$ cat config.mk
export PLATFORM = sky130hd
export DESIGN_NAME = x_mem_dump
export DESIGN_NICKNAME = d
export VERILOG_FILES = /design/src/rtl/x_mem_dump_pkg.sv /design/src/rtl/x_mem_dump_ser.sv /design/src/rtl/x_mem_dump.sv
export SDC_FILE = /design/constraint.sdc
export NUM_CORES = 1
export LEC_CHECK = 0
export CAP_MARGIN = 20
export CORE_ASPECT_RATIO = 1.4
export CORE_MARGIN = 2
export CORE_UTILIZATION = 47
export CTS_BUF_LIST = sky130_fd_sc_hd__clkbuf_8
export CTS_CLUSTER_DIAMETER = 50
export DETAILED_ROUTE_END_ITERATION = 8
export PLACE_DENSITY = 0.75
export SYNTH_ARGS = -nofsm -noshare
export SYNTH_HDL_FRONTEND = slang
export SYNTH_SLANG_ARGS = --single-unit
$ cat constraint.sdc
create_clock -name i_clk -period 4.89 [get_ports i_clk]
set_clock_uncertainty 0.05 [all_clocks]
set_input_delay 0.978 -clock i_clk [delete_from_list [all_inputs] [get_ports i_clk]]
set_output_delay 0.978 -clock i_clk [all_outputs]
set_load 0.02 [all_outputs]
$ cat src/rtl/x_mem_dump_pkg.sv
// Shared types and constants for the x_mem_dump block (optional header: X_MEM_DUMP_HDR_EN).
// Holds the dump FSM state enum, the header sync byte and the default widths.
package x_mem_dump_pkg;

  localparam int DEF_ADDR_W = 8;
  localparam int DEF_DATA_W = 16;

  localparam logic [7:0] HDR_SYNC = 8'hA5;

  typedef enum logic [2:0] {
    ST_IDLE = 3'd0,
    ST_HDR  = 3'd1,
    ST_READ = 3'd2,
    ST_CAPT = 3'd3,
    ST_SEND = 3'd4,
    ST_DONE = 3'd5
  } state_e;

  function automatic int bytes_per_word(input int data_w);
    return data_w / 8;
  endfunction

endpackage

$ cat src/rtl/x_mem_dump_ser.sv
// Word-load, MSB-first byte serializer with a registered valid/ready source.
// Pulses o_last combinationally on the handshake of the final byte of a word.
module x_mem_dump_ser
  import x_mem_dump_pkg::*;
#(
  parameter int DATA_W = DEF_DATA_W
) (
  input  logic              i_clk,
  input  logic              i_rst,
  input  logic              i_load,
  input  logic [DATA_W-1:0] i_word,
  output logic              o_valid,
  output logic [7:0]        o_data,
  input  logic              i_ready,
  output logic              o_last
);

  localparam int NB    = bytes_per_word(DATA_W);
  localparam int IDX_W = (NB > 1) ? $clog2(NB) : 1;

  logic [DATA_W-1:0] shreg;
  logic [IDX_W-1:0]  idx;
  logic              accept;

  // The shift register doubles as the word buffer; its top byte is always the one on offer.
  assign o_data = shreg[DATA_W-1 -: 8];
  assign accept = o_valid && i_ready;
  assign o_last = accept && (idx == IDX_W'(NB - 1));

  // NOTE: sequential state uses non-blocking assignments so every register samples
  // pre-edge values; blocking here would make simulation order-dependent.
  always_ff @(posedge i_clk) begin
    if (i_rst) begin
      shreg   <= '0;
      idx     <= '0;
      o_valid <= 1'b0;
    end else if (i_load) begin
      shreg   <= i_word;
      idx     <= '0;
      o_valid <= 1'b1;
    end else if (accept) begin
      shreg <= shreg << 8;
      if (o_last) begin
        idx     <= '0;
        o_valid <= 1'b0;
      end else begin
        idx <= idx + 1'b1;
      end
    end
  end

endmodule

$ cat src/rtl/x_mem_dump.sv
// Memory dump initiator: reads a block of words and streams them MSB byte first.
// Define X_MEM_DUMP_HDR_EN to prefix each non-empty dump with 8'hA5 and (count-1)[7:0].
module x_mem_dump
  import x_mem_dump_pkg::*;
#(
  parameter int ADDR_W = DEF_ADDR_W,
  parameter int DATA_W = DEF_DATA_W
) (
  input  logic              i_clk,
  input  logic              i_rst,
  input  logic              i_start,
  input  logic [ADDR_W-1:0] i_base,
  input  logic [ADDR_W:0]   i_count,
  output logic              o_busy,
  output logic              o_done,
  output logic              o_ren,
  output logic [ADDR_W-1:0] o_raddr,
  input  logic [DATA_W-1:0] i_rdata,
  output logic              o_valid,
  output logic [7:0]        o_data,
  input  logic              i_ready
);

  localparam logic [ADDR_W:0] ONE_WORD = {{ADDR_W{1'b0}}, 1'b1};

  state_e            state;
  logic [ADDR_W-1:0] addr;
  logic [ADDR_W:0]   words_left;

  logic              ser_load;
  logic              ser_valid;
  logic [7:0]        ser_data;
  logic              ser_last;

  // Read data is valid exactly in CAPT, one cycle after the single-cycle o_ren.
  assign ser_load = (state == ST_CAPT);

  x_mem_dump_ser #(
    .DATA_W (DATA_W)
  ) u_ser (
    .i_clk   (i_clk),
    .i_rst   (i_rst),
    .i_load  (ser_load),
    .i_word  (i_rdata),
    .o_valid (ser_valid),
    .o_data  (ser_data),
    .i_ready (i_ready),
    .o_last  (ser_last)
  );

`ifdef X_MEM_DUMP_HDR_EN
  logic       hdr_valid;
  logic [7:0] hdr_data;
  logic       hdr_second;

  assign o_valid = ser_valid | hdr_valid;
  assign o_data  = hdr_valid ? hdr_data : ser_data;
`else
  assign o_valid = ser_valid;
  assign o_data  = ser_data;
`endif

  always_ff @(posedge i_clk) begin
    if (i_rst) begin
      state      <= ST_IDLE;
      addr       <= '0;
      words_left <= '0;
      o_busy     <= 1'b0;
      o_done     <= 1'b0;
      o_ren      <= 1'b0;
      o_raddr    <= '0;
`ifdef X_MEM_DUMP_HDR_EN
      hdr_valid  <= 1'b0;
      hdr_data   <= '0;
      hdr_second <= 1'b0;
`endif
    end else begin
      // Pulsed outputs default low; only the state that owns them raises them.
      o_done <= 1'b0;
      o_ren  <= 1'b0;

      case (state)
        ST_IDLE: begin
          if (i_start) begin
            addr       <= i_base;
            words_left <= i_count;
            if (i_count == '0) begin
              state  <= ST_DONE;
              o_done <= 1'b1;
            end else begin
              o_busy <= 1'b1;
`ifdef X_MEM_DUMP_HDR_EN
              state      <= ST_HDR;
              hdr_valid  <= 1'b1;
              hdr_data   <= HDR_SYNC;
              hdr_second <= 1'b0;
`else
              state   <= ST_READ;
              o_ren   <= 1'b1;
              o_raddr <= i_base;
`endif
            end
          end
        end

`ifdef X_MEM_DUMP_HDR_EN
        ST_HDR: begin
          if (i_ready) begin
            if (!hdr_second) begin
              hdr_second <= 1'b1;
              hdr_data   <= 8'(words_left - 1'b1);
            end else begin
              hdr_valid <= 1'b0;
              hdr_data  <= '0;
              state     <= ST_READ;
              o_ren     <= 1'b1;
              o_raddr   <= addr;
            end
          end
        end
`endif

        ST_READ: state <= ST_CAPT;

        ST_CAPT: state <= ST_SEND;

        ST_SEND: begin
          if (ser_last) begin
            if (words_left == ONE_WORD) begin
              state  <= ST_DONE;
              o_done <= 1'b1;
              o_busy <= 1'b0;
            end else begin
              // Address wraps naturally at 2**ADDR_W.
              words_left <= words_left - 1'b1;
              addr       <= addr + 1'b1;
              o_raddr    <= addr + 1'b1;
              o_ren      <= 1'b1;
              state      <= ST_READ;
            end
          end
        end

        ST_DONE: state <= ST_IDLE;

        default: state <= ST_IDLE;
      endcase
    end
  end

endmodule

; Word level (Yosys, flattened, before mapping)
; Cells that the tools add are included.
[classes]
eq_ne = 9
addsub = 3
muxes = 37
reduce_logical = 13
[op_table]
columns = cell, n
row1 = two-way mux 8 bit, 5
row2 = two-way mux 16 bit, 2
row3 = one-hot mux 8 bit (2 select lines), 2
row4 = two-way mux 9 bit, 3
row5 = one-hot mux 9 bit (2 select lines), 1
row6 = two-way mux 1 bit, 16
row7 = two-way mux 3 bit, 4
row8 = one-hot mux 3 bit (4 select lines), 1
row9 = "!= test 2 bit, second input constant", 5
row10 = AND reduction 5 bit, 2
row11 = "== test 9 x 1 -> 1 bit, second input constant", 1
row12 = zero test 9 bit, 1
row13 = "subtractor 9 x 1 -> 9 bit, second input constant", 1
row14 = "adder 8 x 1 -> 8 bit, second input constant", 1
row15 = "== test 3 x 2 -> 1 bit, second input constant", 2
row16 = one-hot mux 1 bit (2 select lines), 3
row17 = nonzero test 2 bit, 3
row18 = AND reduction 2 bit, 2
row19 = AND reduction 4 bit, 1
row20 = "== test 3 bit, second input constant", 1
row21 = zero test 3 bit, 1
row22 = logical AND 1 bit, 2
row23 = OR reduction 2 bit, 1
row24 = "adder 1 bit, second input constant", 1
[word_totals]
out_inout_bits = 20
ff_bits = 49
in_bits = 37
elab_cells = 72

; Logic depth before layout (Yosys ltp)
; Gate-level depths: netlist of run 1.
[depth]
word_depth = 5
mapped_depth = 7
ltp_nobuf = 5

; By module
; From an unflattened synthesis of run 1, not the netlist that was laid out.
[unflattened]
cells_unflattened = 317
hier_area_um2 = 2568.7
[by_module_without_submodules]
columns = module, cells_each, n_inst, area_per_inst_um2, seq_area_each_um2
row1 = x_mem_dump, 219, 1, 1700.4, 620.6
row2 = x_mem_dump_ser, 98, 1, 868.3, 360.3

; Least setup slack after synthesis of run 1
; Ideal clock, no wire load.
[synth_timing]
kind = input to register
start = input port i_count[5]
end = register o_raddr[5]
t_arrival_ns = 2.067
required_ns = 4.768
n_path_buf = 0
setup_time_ns = 0.072
cell_stages = 4
slack_ns = 2.702
cell_sequence = nor4_1 > nand4_1 > o21ai_1 > mux2i_1
[synth_between]
elab_chain_cells = 3
[synth_lines]
columns = element, line
row1 = start: declaration, x_mem_dump.sv:13  ; input logic [ADDR_W:0] i_count,
row2 = zero test 9 bit, x_mem_dump.sv:87  ; if (i_count == '0) begin
row3 = != test 2 bit (no source line), -
row4 = AND reduction 5 bit (no source line), -
row5 = end signal: assignment, x_mem_dump.sv:100  ; o_raddr <= i_base;
row6 = end signal: assignment, x_mem_dump.sv:137  ; o_raddr <= addr + 1'b1;
row7 = end: declaration, x_mem_dump.sv:17  ; output logic [ADDR_W-1:0] o_raddr,
; Every way passes these cells.
; A chain may end at the register's enable or synchronous reset.

; Worst setup path in the final report of run 1
[layout_timing]
start = input port i_ready
end = register o_raddr[0]
[layout_between]
elab_chain_cells = 4
[layout_lines]
columns = element, line
row1 = start: declaration, x_mem_dump.sv:21  ; input logic i_ready
row2 = logical AND 1 bit, x_mem_dump_ser.sv:27  ; assign accept = o_valid && i_ready;
row3 = logical AND 1 bit, x_mem_dump_ser.sv:28  ; assign o_last = accept && (idx == IDX_W'(NB - 1));
row4 = != test 2 bit (no source line), -
row5 = AND reduction 5 bit (no source line), -
; Every way passes these cells.

==> metrics, run 1 <==
Period Utilization, post-route=63.53%; Mapped Cells=317; core area=0.005236 mm^2; Die Ht=~91 um; Peak VDD IR=0.1574 mV; power per cell area=267.0 mW/mm^2; CTS Hold Buffers Added=0; global route total overflow=0; DRT Pass-1 Iters=5; Clk pwr share=between 20% and 30%; count of unique library cells instantiated by Yosys=between 50 and 60; Sw Pwr=0.0002452 W; critical path fanouts, max=12; routability cong.=0.8824; post-synthesis xor/xnor area fraction=1.367%; Starting Density=48.94%; Yosys Warn Count=0; crit end category=flip-flop; main combinational cell family by area after synthesis=simple AND/OR/NAND/NOR gates; Routed Wire Length=6.732 mm; Synth Register Bits=49; Final Hold Fails=0; largest net degree at the start of global routing=41; Routed WL per cell=16.11 um; cell area after synthesis=0.002562 mm^2; Compound-Gate Fraction of Synth Area=23.19%; Clk pin slew, worst setup/hold paths=around 0.090 ns; Mean Syn Cell Area=8.083 um^2; Place WS=1.437 ns; Die W=66.41 um; gr usage total=23.14%; share of layout cells above drive strength 1=around 6.3%; Worst setup SP type=primary input; Core Rows=31; fmax=about 320 MHz; Power Total=0.0008411 W; status=finished, final reports clean; Antenna Cells=0; number of cells on the worst reg-to-reg path=4; Worst Tran Pin Value=0.9293 ns; hold_sp=o_raddr[3]; sequential-to-total area share from yosys stat=38.28%; DR iter-0 viols=227; layout net count=between 300 and 400; most frequent cells in the layout=clkdlybuf4s50_1, dfxtp_1, nand2_1, nand3_1, a21oi_1; Synth Flop Type=dfxtp_1; WS Path Type=in -> reg; Skew-Pair Late Insertion Delay=0.30 ns; setup bufs post-CTS=0; global-route wire length before repair=11.27 mm; initial antenna violation count=0; vias in the first global route=2404; Post-synth EDFFs=0; Syn Nets=357; CTS sink cnt=between 40 and 50; total number of vias=2566; cts bufs inserted=5; WP data required=5.06 ns; Lkg Pwr=around 1.1 nW; clock root buffer master=clkbuf_8; Hold Crit Depth=2; CTS tree=done; worst r2r src=state[1]; Top Ports=57; Setup TNS=0 ns; Slew Limit Fails=0; Slew headroom=37.88%; port bufs=56; Comb pwr share=19.1%; reg2reg setup slack=about 2.3 ns; Internal=0.0005959 W; leading cell type in the layout, fill and taps excluded=clkdlybuf4s50_1; Seq pwr share=a little over half; adder-cell share of the synthesized area=roughly 1.5%; asr flop ratio synth=0%; antenna viol nets, final=0; CP Data Arrival Time=approximately 3.3 ns; final worst slack=1.783 ns; final period demand of the worst path=3.107 ns; RSZ-0062 raised after global routing=no; R2R Path End=o_raddr[0]; CP startpoint=i_ready; Residual DRC=0; Layout fillers=497; drt via density=6.139; CTS H-tree depth=2; Max Buffers Root-to-Sink=2; HP Class=reg -> reg; Max-Cap Viols=0; mux contribution to synthesized area=roughly 3.6%; hold path endpoint=o_raddr[3]; Synth Area in Simple Gates=24.71%; cts repair resizes=0; P&R area growth vs syn=22.95%; Switching Share=29.15%; DP HPWL=approximately 4.7 mm; final setup fails=0; Die ar.=0.006067 mm^2
[cell families after synthesis]
kind of cell    after synthesis
compound gates               86
xor+xnor                      4
fa+ha+maj                     3
buf+inv                      39
flops                        49
mux                           9
simple gates                127
[metal layers]
layer	vias to the layer above	track usage, %	part of all wire (%)
met5	-	0	0
met4	0	6.633	1.6
met3	15	3.470	5.2
met2	109	39.08	50
met1	1203	30.00	43
li1	1239	-	-
[synth_stat cells, types with 3 or more instances]
cell type,number,area [um^2]
o22ai_1,3,18.77
nor2_1,17,63.81
buf_4,9,67.56
a311oi_1,10,87.58
o221ai_1,3,26.28
and4_1,5,43.79
a21oi_1,27,135.1
nor3_1,10,50.05
o21ai_0,12,60.06
ha_1,3,37.54
nor4_1,3,18.77
a31o_2,3,26.28
clkbuf_1,20,75.07
mux2i_1,8,80.08
a211oi_1,4,30.03
and3_1,3,18.77
dfxtp_1,49,980.9
nand2_1,42,157.7
nand3_1,29,145.1
a31oi_1,3,18.77
nand4_1,6,37.54
inv_1,7,26.28
[per-stage QoR]
stage               utilization [%]  hold slack [ns]  std cells  cell area, um^2
floorplan                         -           0.3895        317             2562
global placement              58.52           0.3959        410             3064
detailed placement            58.52           0.4071        410             3064
CTS                           60.17           0.4202        418             3151
global route                  60.17           0.4437        418             3151
finish                        60.17           0.4138        418             3151
[power by group through the flow]
stage	logic, W	registers (W)	clock network [W]
2_1_floorplan	0.0000897	0.000451	0
3_3_place_gp	0.000156	0.000450	0
3_5_place_dp	0.000159	0.000451	0
4_1_cts	0.000160	0.000441	0.000242
5_1_grt	0.000176	0.000445	0.000256
6_report	0.000160	0.000442	0.000239
[worst max-delay path, stage by stage]
cell	delay, ns
clkdlybuf4s50_1	0.71
nand3_1	0.22
a311oi_2	0.76
o21ai_1	0.33
a211oi_1	0.29
[area by class of cell]
class | instances | area, um^2 | share of cell area, %
Timing Repair Buffer | 59 | 583.1 | 18.51
Inverter | 7 | 26.28 | 0.8340
Multi-Input combinational cell | 229 | 1391 | 44.16
Clock inverter | 3 | 17.52 | 0.5560
Tap cell | 66 | 82.58 | 2.621
Clock buffer | 5 | 68.82 | 2.184
Sequential cell | 49 | 980.9 | 31.14
[flip-flops by register name (all words and copies together), names as in the netlist, 3 cells and up]
signal / flops
u_ser.shreg: 16
addr: 8
o_raddr: 8
words_left: 9
state: 3
[how the worst max path moves through the flow]
stage	end	slack, ns	depth (start not counted)
after floorplan	o_raddr[5]	2.70	4
after global placement	o_raddr[0]	1.57	5
after detailed placement	o_raddr[0]	1.44	5
after CTS	o_raddr[0]	1.77	5
after global routing	o_raddr[0]	1.63	5
final	o_raddr[0]	1.78	5
No activity file was read; power rests on OpenSTA's default activity.
==> run 2: changes to the inputs <==
Clock period 4.89 ns to 3.2 ns, I/O delays scaled along.
==> metrics, run 2 (synthesized netlist as in run 1, its figures left out) <==
WS Path Type=in -> reg; CTS tree=done; DR iter-0 viols=207; share of layout cells above drive strength 1=about 7%; HP Class=reg -> reg; leading cell type in the layout, fill and taps excluded=clkdlybuf4s50_1; Routed Wire Length=6.743 mm; CP Data Arrival Time=2.60 ns; Slew headroom=54.30%; Max-Cap Viols=0; Antenna Cells=0; RSZ-0062 raised after global routing=no; port bufs=between 50 and 60; Largest register FFs=16; largest net degree at the start of global routing=40; Routed WL per cell=16.02 um; global-route wire length before repair=11.39 mm; crit end category=flip-flop; Worst Tran Pin Value=0.6855 ns; Final Hold Fails=0; Die Ht=about 91 um; dpl cells=415; fmax=413.4 MHz; clock root buffer master=clkbuf_8; Lkg Pwr=1.116 nW; global route total overflow=0; Starting Density=48.94%; Peak VDD IR=between 0.2 and 0.25 mV; Reg with most FFs=u_ser.shreg; hold_sp=o_raddr[0]; final setup fails=0; biggest regs=u_ser.shreg x16, words_left x9; Die W=66.41 um; final cell count without fillers=421; CTS H-tree depth=2; Residual DRC=0; Setup TNS=0 ns; cts bufs inserted=5; drt via density=5.983; cts repair resizes=0; setup bufs post-CTS=0; final period demand of the worst path=2.419 ns; most frequent cells in the layout=clkdlybuf4s50_1, dfxtp_1, nand2_1, nand3_1, a21oi_1; initial antenna violation count=0; Die ar.=0.006067 mm^2; Core Rows=31; routability cong.=0.8538; Clk pin slew, worst setup/hold paths=0.09 ns; CTS sink cnt=between 40 and 50; critical path fanouts, max=5; P&R area growth vs syn=23.93%; Skew-Pair Late Insertion Delay=0.30 ns; power per cell area=between 300 and 400 mW/mm^2; DRT Pass-1 Iters=5; CTS Hold Buffers Added=0; gr usage total=23.36%; Slew Limit Fails=0; layout net count=396; vias in the first global route=roughly 2.4k; Worst setup SP type=primary input; Layout fillers=496; worst r2r src=state[1]; antenna viol nets, final=0; Period Utilization, post-route=75.59%; total number of vias=between 2k and 3k; core area=0.005236 mm^2; Max Buffers Root-to-Sink=2; WP data required=3.38 ns; DP HPWL=4.652 mm; status=finished, final reports clean; Top Ports=57; CP startpoint=i_count[5]
run 2: cell type report:
type	instances	area, um^2	area share (%)
clock buffer	5	68.82	2.167
clock inverter	1	5.005	0.1576
inverter	7	26.28	0.8274
multi-input combinational	229	1391	43.81
sequential	49	980.9	30.89
tap	66	82.58	2.600
timing repair buffer	64	620.6	19.54
run 2: critical path, stage by stage:
cell and delay (ns):
clkdlybuf4s50_1 0.46, nor4_1 0.62, nand4_1 0.25, o21ai_1 0.38
mux2i_1 0.25
run 2: stage by stage:
| stage | utilization (%) | area, um^2 | worst slack (ns) | hold slack [ns] | total power [W] |
|---|---|---|---|---|---|
| floorplan | - | 2562 | 1.350 | 0.3895 | 0.0008263 |
| global placement | 59.24 | 3102 | 0.6126 | 0.3964 | 0.0009327 |
| detailed placement | 59.24 | 3102 | 0.5144 | 0.4007 | 0.0009363 |
| CTS | 60.65 | 3176 | 0.8132 | 0.4151 | 0.001272 |
| global route | 60.65 | 3176 | 0.6221 | 0.4450 | 0.001327 |
| finish | 60.65 | 3176 | 0.7812 | 0.4147 | 0.001263 |
run 2: where the power goes:
| group | internal, W | total [W] | switching, W |
|---|---|---|---|
| registers | 0.000642 | 0.000674 | 0.0000317 |
| clock network | 0.000144 | 0.000338 | 0.000193 |
| logic | 0.000122 | 0.000251 | 0.000130 |
run 2: worst paths after layout:
kind	end	slack [ns]	cells after the start
max reg2reg	words_left[0]	0.81	4
max	o_raddr[6]	0.78	5
min reg2reg	o_raddr[0]	0.41	2
min	o_raddr[0]	0.41	2
run 2: metal layers:
layer	wire [um]	vias up	global-route usage, %
li1	-	1240	-
met1	2795	1182	29.50
met2	3493	86	39.83
met3	353	11	4.213
met4	101	0	6.633
met5	0	-	0
==> run 3: changes to the inputs <==
Settings changed: PLACE_DENSITY 0.75 to 0.78.
Clock period 3.2 ns to 2 ns, I/O delays scaled along.
==> metrics, run 3 (synthesized netlist as in run 1, its figures left out) <==
leading cell type in the layout, fill and taps excluded=clkdlybuf4s50_1; Sw Pwr=0.0005960 W; Clk pin slew, worst setup/hold paths=0.09 ns; family with the most delay on the worst path=compound AO/OA/AOI/OAI gates; Die Ht=91.37 um; layout net count=422; fmax=between 500 and 600 MHz; biggest regs=u_ser.shreg x16, words_left x9; total number of vias=2663; Largest register FFs=16; Routed Wire Length=6.946 mm; Comb pwr share=21.6%; P&R area growth vs syn=33.25%; DP HPWL=5.052 mm; RSZ-0062 raised after global routing=no; Skew-Pair Late Insertion Delay=roughly 0.3 ns; Peak VDD IR=0.4971 mV; antenna viol nets, final=0; final hold slack=0.4169 ns; Residual DRC=0; WP data required=2.15 ns; Worst Path Buf+Inv=2; clock root buffer master=clkbuf_8; WS Path Type=reg -> reg; routability cong.=0.9235; HP Class=reg -> reg; Routed WL per cell=between 15 and 20 um; final cell count without fillers=449; status=finished, final reports clean; share of layout cells above drive strength 1=about 14%; CP max stage delay=0.39 ns; CTS tree=done; Period Utilization, post-route=between 90% and 100%; CTS H-tree depth=2; Slew headroom=73.47%; Internal=0.001490 W; Max-Cap Viols=0; global-route wire length before repair=11.76 mm; critical path fanouts, max=11; DR iter-0 viols=153; dpl cells=440; most frequent cells in the layout=clkdlybuf4s50_1, dfxtp_1, nand2_1, buf_4, nand3_1; crit end category=flip-flop; initial antenna violation count=0; Max Buffers Root-to-Sink=2; DRT Pass-1 Iters=5; Worst setup SP type=flip-flop; CTS sink cnt=between 40 and 50; Lkg Pwr=1.260 nW; CTS Hold Buffers Added=0; core area=0.005236 mm^2; Core Rows=31; Top Ports=between 50 and 60; Die W=about 66 um; global route total overflow=0; crit-path cells=or3b_4 > buf_6 > a311oi_2 > buf_4 > o22ai_1 > a32o_1; vias in the first global route=2592; largest net degree at the start of global routing=40; Worst Tran Pin Value=between 0.3 and 0.4 ns; slowest CP cell=or3b_4; Switching Share=28.58%; power per cell area=a little over 600 mW/mm^2; cts bufs inserted=5; final period demand of the worst path=1.927 ns; Seq pwr share=51.3%; port bufs=56; CP Data Arrival Time=2.08 ns; drt via density=between 5 and 6; final setup fails=0; Antenna Cells=0; Starting Density=48.94%; Slew Limit Fails=0; Final Hold Fails=0; gr usage total=24.51%; Die ar.=0.006067 mm^2; Clk pwr share=27.1%; Reg with most FFs=u_ser.shreg
run 3: changes by cell type in the layout (fill, tap and decap cells not counted), sizes merged:
cell	previous run	this run
buf	8	34
clkinv	1	0
clkinvlp	0	1
inv	7	9
run 3: routing by layer:
layer	global-route usage (%)	vias up	routed length (um)
met5	0	-	0
met4	11.73	0	242
met3	4.337	25	415
met2	41.42	117	3483
met1	29.20	1219	2804
li1	-	1302	-
run 3: power by group through the flow:
stage	Clock, W	Sequential (W)	Combinational [W]
after floorplan	0	0.00110	0.000219
after global placement	0	0.00109	0.000437
after CTS	0.000573	0.00107	0.000445
after detailed placement	0	0.00109	0.000442
after global routing	0.000614	0.00108	0.000488
final	0.000565	0.00107	0.000450
run 3: per-stage QoR:
step	area, um^2	total power, W	setup WS (ns)	utilization, %	setup TNS [ns]
after CTS	3398	0.002088	0.05516	64.90	0
after floorplan	2562	0.001322	0.1757	-	0
after global placement	3314	0.001527	-0.1247	63.30	-1.121
after detailed placement	3314	0.001535	-0.1612	63.30	-2.260
after global routing	3415	0.002180	0.01068	65.21	0
final	3415	0.002086	0.07256	65.21	0
run 3: area by class of cell:
| class | instances | area (um^2) |
|---|---|---|
| fillers | 448 | 1822 |
| multi-input cells | 229 | 1396 |
| flip-flops and latches | 49 | 980.9 |
| repair buffers | 90 | 844.6 |
| well taps | 66 | 82.58 |
| clock buffers | 5 | 68.82 |
| inverters | 7 | 26.28 |
| clock inverters | 3 | 15.01 |
run 3: worst paths after layout:
kind | from | end | slack [ns] | cells past startpoint
worst max-delay path | state[2] | words_left[3] | 0.07 | 6
worst min-delay path | o_raddr[0] | o_raddr[0] | 0.42 | 2
worst max register to register | state[2] | words_left[3] | 0.07 | 6
worst min register to register | o_raddr[0] | o_raddr[0] | 0.42 | 2
run 3: what timing repair did:
item	4_1_cts	5_1_grt
gates resized for setup	0	2
setup endpoints to repair	0	9
setup buffers	0	1
run 3: worst min-delay path, stage by stage, from the launching register on:
cell,delay (ns)
dfxtp_1,0.32
inv_1,0.05
a211oi_1,0.05
